**src/rtl/elevator_pkg.sv**
```systemverilog
// Shared types for the elevator simulation: central FSM states, settings, keys.
// Pure declarations and combinational helpers, no latency.
// No flow control; consumers sample these encodings directly.
package elevator_pkg;

    typedef enum logic [1:0] {
        START  = 2'd0,
        SIM    = 2'd1,
        PAUSE  = 2'd2,
        ENDING = 2'd3
    } state_e;

    typedef enum logic [1:0] {
        PEOPLE         = 2'd0,
        ALGORITHM      = 2'd1,
        SIMSPEED       = 2'd2,
        SETTINGINVALID = 2'd3
    } setting_e;

    // Keys 0-9 are digits and carry no named literal.
    typedef enum logic [3:0] {
        STOP   = 4'hA,
        RESUME = 4'hB,
        UP     = 4'hC,
        DOWN   = 4'hD,
        ESCAPE = 4'hE,
        ENTER  = 4'hF
    } button_e;

    typedef enum logic [1:0] {
        IDLE   = 2'd0,
        ENTRY  = 2'd1,
        COMMIT = 2'd2,
        LOCKED = 2'd3
    } ctrl_state_e;

    // Cycle forward through the three real settings; an invalid code recovers to PEOPLE.
    function automatic setting_e setting_next(input setting_e s);
        case (s)
            PEOPLE:    return ALGORITHM;
            ALGORITHM: return SIMSPEED;
            default:   return PEOPLE;
        endcase
    endfunction

    // Cycle backward through the three real settings; an invalid code recovers to PEOPLE.
    function automatic setting_e setting_prev(input setting_e s);
        case (s)
            PEOPLE:    return SIMSPEED;
            ALGORITHM: return PEOPLE;
            SIMSPEED:  return ALGORITHM;
            default:   return PEOPLE;
        endcase
    endfunction

endpackage

```
**src/rtl/press_edge.sv**
```systemverilog
// Turns a held key level into a single-cycle press event.
// evt is combinational from pressed and the registered copy, asserted in the cycle the key goes down.
// No backpressure: one evt per rising edge of pressed regardless of hold time.
module press_edge (
    input  logic clk,
    input  logic rst,
    input  logic pressed,
    output logic evt
);

    logic pressed_q;

    // Remember last cycle's key level.
    always_ff @(posedge clk) begin
        if (rst) pressed_q <= 1'b0;
        else     pressed_q <= pressed;
    end

    assign evt = pressed & ~pressed_q;

endmodule

```
**src/rtl/sim_config_ctrl.sv**
```systemverilog
// Keypad configuration controller: select a setting, type a value, range-check and store on ENTER.
// Digit updates entry on the evt edge; a commit result appears one edge after the ENTER evt.
// No backpressure; key events are ignored whenever the simulation has left START.
module sim_config_ctrl
    import elevator_pkg::*;
#(
    parameter int unsigned MAX_PEOPLE = 40,
    parameter int unsigned MAX_ALGO   = 2,
    parameter int unsigned MAX_SPEED  = 7,
    parameter int unsigned DEF_PEOPLE = 10,
    parameter int unsigned DEF_ALGO   = 0,
    parameter int unsigned DEF_SPEED  = 1
) (
    input  logic       clk,
    input  logic       rst,
    input  logic [3:0] buttonBus,
    input  logic       pressed,
    input  logic [1:0] simState,
    output logic [1:0] setting,
    output logic [5:0] people,
    output logic [1:0] algorithm,
    output logic [2:0] simSpeed,
    output logic [5:0] entry,
    output logic       editing,
    output logic       cfgDone,
    output logic       cfgError
);

    localparam logic [5:0] PEOPLE_MAX = 6'(MAX_PEOPLE);
    localparam logic [5:0] ALGO_MAX   = 6'(MAX_ALGO);
    localparam logic [5:0] SPEED_MAX  = 6'(MAX_SPEED);

    logic        evt;
    logic        lock;
    logic        is_digit;
    button_e     key;
    logic [9:0]  next_val;

    ctrl_state_e state_q, state_nx;
    setting_e    setting_q, setting_nx;
    logic [5:0]  people_q, people_nx;
    logic [1:0]  algo_q, algo_nx;
    logic [2:0]  speed_q, speed_nx;
    logic [5:0]  entry_q, entry_nx;
    logic        done_nx, error_nx;

    press_edge u_press_edge (
        .clk     (clk),
        .rst     (rst),
        .pressed (pressed),
        .evt     (evt)
    );

    assign lock     = (state_e'(simState) != START);
    assign is_digit = (buttonBus <= 4'd9);
    assign key      = button_e'(buttonBus);
    // Worst case 63*10+9 = 639 still fits in 10 bits, so the overflow test is exact.
    assign next_val = ({4'd0, entry_q} * 10'd10) + {6'd0, buttonBus};

    // Next-state and next-output logic; lock overrides every key and any pending commit.
    always_comb begin
        state_nx   = state_q;
        setting_nx = setting_q;
        people_nx  = people_q;
        algo_nx    = algo_q;
        speed_nx   = speed_q;
        entry_nx   = entry_q;
        done_nx    = 1'b0;
        error_nx   = 1'b0;

        if (lock) begin
            state_nx = LOCKED;
            entry_nx = '0;
        end else begin
            case (state_q)
                LOCKED: begin
                    state_nx   = IDLE;
                    setting_nx = PEOPLE;
                end
                IDLE: begin
                    if (evt) begin
                        if (is_digit) begin
                            entry_nx = {2'd0, buttonBus};
                            state_nx = ENTRY;
                        end else if (key == UP) begin
                            setting_nx = setting_next(setting_q);
                        end else if (key == DOWN) begin
                            setting_nx = setting_prev(setting_q);
                        end
                    end
                end
                ENTRY: begin
                    if (evt) begin
                        if (is_digit) begin
                            if (next_val <= 10'd63) entry_nx = next_val[5:0];
                        end else if (key == ESCAPE) begin
                            entry_nx = '0;
                            state_nx = IDLE;
                        end else if (key == ENTER) begin
                            state_nx = COMMIT;
                        end
                    end
                end
                COMMIT: begin
                    state_nx = IDLE;
                    entry_nx = '0;
                    error_nx = 1'b1;
                    case (setting_q)
                        PEOPLE: begin
                            if (entry_q != 6'd0 && entry_q <= PEOPLE_MAX) begin
                                people_nx = entry_q;
                                done_nx   = 1'b1;
                                error_nx  = 1'b0;
                            end
                        end
                        ALGORITHM: begin
                            if (entry_q <= ALGO_MAX) begin
                                algo_nx  = entry_q[1:0];
                                done_nx  = 1'b1;
                                error_nx = 1'b0;
                            end
                        end
                        SIMSPEED: begin
                            if (entry_q != 6'd0 && entry_q <= SPEED_MAX) begin
                                speed_nx = entry_q[2:0];
                                done_nx  = 1'b1;
                                error_nx = 1'b0;
                            end
                        end
                        default: ;
                    endcase
                end
                default: state_nx = IDLE;
            endcase
        end
    end

    // State and registered outputs; reset lands in LOCKED if the sim is already running.
    always_ff @(posedge clk) begin
        if (rst) begin
            state_q   <= lock ? LOCKED : IDLE;
            setting_q <= PEOPLE;
            people_q  <= 6'(DEF_PEOPLE);
            algo_q    <= 2'(DEF_ALGO);
            speed_q   <= 3'(DEF_SPEED);
            entry_q   <= '0;
            editing   <= 1'b0;
            cfgDone   <= 1'b0;
            cfgError  <= 1'b0;
        end else begin
            state_q   <= state_nx;
            setting_q <= setting_nx;
            people_q  <= people_nx;
            algo_q    <= algo_nx;
            speed_q   <= speed_nx;
            entry_q   <= entry_nx;
            editing   <= (state_nx == ENTRY);
            cfgDone   <= done_nx;
            cfgError  <= error_nx;
        end
    end

    assign setting   = setting_q;
    assign people    = people_q;
    assign algorithm = algo_q;
    assign simSpeed  = speed_q;
    assign entry     = entry_q;

endmodule

```
**config.mk**
```make
export PLATFORM = sky130hd
export DESIGN_NAME = sim_config_ctrl
export DESIGN_NICKNAME = d
export VERILOG_FILES = /design/src/rtl/elevator_pkg.sv /design/src/rtl/press_edge.sv /design/src/rtl/sim_config_ctrl.sv
export SDC_FILE = /design/constraint.sdc
export NUM_CORES = 1
export LEC_CHECK = 0
export ABC_AREA = 1
export BUFFER_PORTS_ARGS = -buffer_cell sky130_fd_sc_hd__buf_2
export CAP_MARGIN = 20
export CORE_ASPECT_RATIO = 0.75
export CORE_MARGIN = 2
export CORE_UTILIZATION = 50
export DETAILED_ROUTE_END_ITERATION = 7
export PLACE_DENSITY = 0.87
export SETUP_SLACK_MARGIN = 0.3
export SLEW_MARGIN = 20
export SYNTH_ARGS = -nofsm -noshare
export SYNTH_HDL_FRONTEND = slang
export SYNTH_SLANG_ARGS = --single-unit
```
**constraint.sdc**
```tcl
create_clock -name clk -period 2.3 [get_ports clk]
set_input_delay 0.46 -clock clk [delete_from_list [all_inputs] [get_ports clk]]
set_output_delay 0.46 -clock clk [all_outputs]
set_load 0.02 [all_outputs]
```
==> impl_results.md <==
* CP arrival at 2.34 ns
* Grt met3 use at 5.52%
* WP data required at 2.50 ns
* Routed Wire Length at 3.61 mm
* Syn_area_per_cell at 7.16 sq um
* Die X at 71.1 microns
* Slew Limit Fails at 0
* Die Area at about 0.0039 sq mm
* Post-synthesis cell count at 236
* CTS tree: built
* Dpl cell area at 0.00194 sq mm
* Core region area at 0.00327 sq mm
* Max-capacitance violation count at 0
* Met2 Track Usage GR at 32.9%
* CP delay by family, top: adder cells
* Area grow syn2layout at 24.2%
* ANT cells at 0
* Num CTS Buffers at 3
* Minimum clock period at 2.14 ns
* Clk root buf: clkbuf_8
* Crit-path max cell delay at between 0.4 and 0.5 ns
* Die Y at 54.3 microns
* Most common cell after layout, fill and taps aside: nand2_1
* Critical path peak fanout at 6
* Maximum vdd drop at 0.000401 V
* Antenna violations before repair at 0
* Synth Net Count at 262
* Worst setup SP type: flop
* Hpwl dp at 2.81 mm
* Clk_lat worst skew at around 0.27 ns
* First-iteration detailed-routing DRC count at around 70
* Total number of vias at approximately 1600
* Avg WL per Cell at roughly 11 microns
* Critical path type: reg -> reg
* FMAX at 468 MHz
* Top FF cell, synth: dfxtp_1
* Most frequent cells in the layout: 52 x nand2_1, 33 x nor2_1, 30 x buf_2
* PortBufs at 30
* Crit path buf inv count at 1
* Static Leak at 1.03 nW
* Post-synth EDFFs at 0
* Top Ports at 31
* Crit path cell chain: ha_4, ha_4, inv_2, fa_2, nor2_4, nand2_2, o21bai_4, nand3_2, nand2_4, nand2_4, nand2_2, nand2_1, nor2_1
* Tot GR Track Use at 20.1%
* Slew HR at 80.7%
* CP endpoint kind: flop
* Unrepaired setup endpoints after global routing: yes
* Initial core utilization at 51.7%
* Warnings, synthesis at 0
* Register area at 519 sq um
* H-tree Lvls at 1
* Gr ovfl total at 0
* Sequential fraction of the synthesis area at 29.6%
* Yosys reg bits at 25
* Slew @ Worst Pin at between 0.2 and 0.3 ns
* Synthesized cell area at 0.00169 sq mm
* Yosys cell types at 38
* Clock Path Buffers at 2
* Final instance area at approximately 0.0021 sq mm
* Rows at 18
* # DRC at 0
* Final setup fails at 0
* Hold Vio Cnt, Final at 0
* GPL Wtd Cong at between 0.8 and 0.9
* First-pass GRT wire length at 6.13 mm
* Worst Skew at 0.00628 ns
* Tcrit/Tclk final at 93.0%
* Status: complete, no violations
* Hold slack final at 0.425 ns
* HP Class: in -> reg
* FFs w/ async S/R, synth at 0%
* Nets at 308
* M1 GR Usage at 27.7%
* Gr busiest metal: met2
* Post-route ant nets at 0
* Slowest-stage cell, CP: fa_2
* Number of global-route vias before repair at 1430
* Clock sink total at 25
* First drt pass iteration count at 4
* Clock-pin slew on the worst setup and hold paths at 0.08 ns
* Via-per-instance ratio at around 5.0
* Area of the multi-input gates at 0.00111 sq mm
* Fraction of final layout cells sized beyond drive strength 1 at 31.3%
* TNS Setup at 0 ns
* Largest net degree at the start of global routing at 15
* PwrDens at around 450 mW/mm^2
* Fillers at 278
[state kept, by name (all words and copies together) (netlist names)]
signal and cells:
entry 6, people 6, simSpeed 3, algorithm 2, setting 2, state_q 2
cfgDone 1, cfgError 1, editing 1, u_press_edge.pressed_q 1
[final cells by class]
cell class | instances | share of cell area, %
Multi-Input combinational cell | 176 | 53.1
Timing Repair Buffer | 42 | 11.4
Clock inverter | 1 | 0.239
Clock buffer | 3 | 1.97
Inverter | 34 | 6.14
Sequential cell | 25 | 24.7
Tap cell | 40 | 2.39
[what timing repair did]
item | in CTS | in global routing
gates resized for setup | 2 | 5
hold buffers | 0 | 0
buffers inserted | 7 | 4
endpoints found under the setup margin | 6 | 6
pin swaps | 3 | 7
[cell families after synthesis]
family,share of synthesized area (%)
flops,29.6
buf+inv,7.93
simple gates,32.5
xor+xnor,1.56
fa+ha+maj,13.5
compound gates,14.9
[final timing paths]
| kind | startpoint | endpoint | slack [ns] | cells past startpoint |
|---|---|---|---|---|
| hold / removal | pressed | u_press_edge.pressed_q | 0.42 | 3 |
| setup / recovery | entry[3] | entry[3] | 0.16 | 13 |
| hold reg to reg | algorithm[1] | algorithm[1] | 0.45 | 2 |
| setup reg to reg | entry[3] | entry[3] | 0.16 | 13 |
[cells in the mapped netlist (2+ instances only)]
master	number	area share (%)
nor2_4	2	1.3
nor2_1	34	7.6
inv_1	24	5.3
ha_1	15	11
a21oi_1	11	3.3
xor2_1	2	1.0
fa_1	2	2.4
nand2_1	53	12
dfxtp_1	25	30
nand2_4	2	1.3
inv_2	8	1.8
o21bai_1	2	0.89
nor2_2	3	1.1
o21ai_0	8	2.4
o211ai_1	3	1.3
nand3_1	14	4.1
o21ai_1	4	1.2
a21oi_2	4	2.1
[metal layers]
layer,routed length [microns],up-vias
met4,6,0
met1,1800,706
met3,216,4
met5,0,-
met2,1590,48
li1,-,854
[report_power, final]
part	internal [mW]	switching (mW)	total (mW)
sequential	0.440	0.00878	0.449
combinational	0.0959	0.148	0.244
clock	0.121	0.132	0.254
total	0.657	0.289	0.946
[through the flow]
stage / power (mW) / setup slack (ns) / instances / util [%]
global placement: 0.679 / 0.198 / 306 / 59.3
CTS: 0.945 / 0.187 / 317 / 62.6
detailed placement: 0.685 / 0.0963 / 306 / 59.3
finish: 0.946 / 0.162 / 321 / 64.3
floorplan: 0.633 / 0.221 / 236 / -
global route: 0.999 / 0.0439 / 321 / 64.3
[worst register-to-register path, stage by stage (launching register included)]
cell and delay (ns):
dfxtp_4 0.37, ha_4 0.24, ha_4 0.15, inv_2 0.05, fa_2 0.45, nor2_4 0.11, nand2_2 0.07, o21bai_4 0.11
nand3_2 0.09, nand2_4 0.11, nand2_4 0.08, nand2_2 0.08, nand2_1 0.06, nor2_1 0.11
Note: power is estimated with default switching activity, not from simulation.
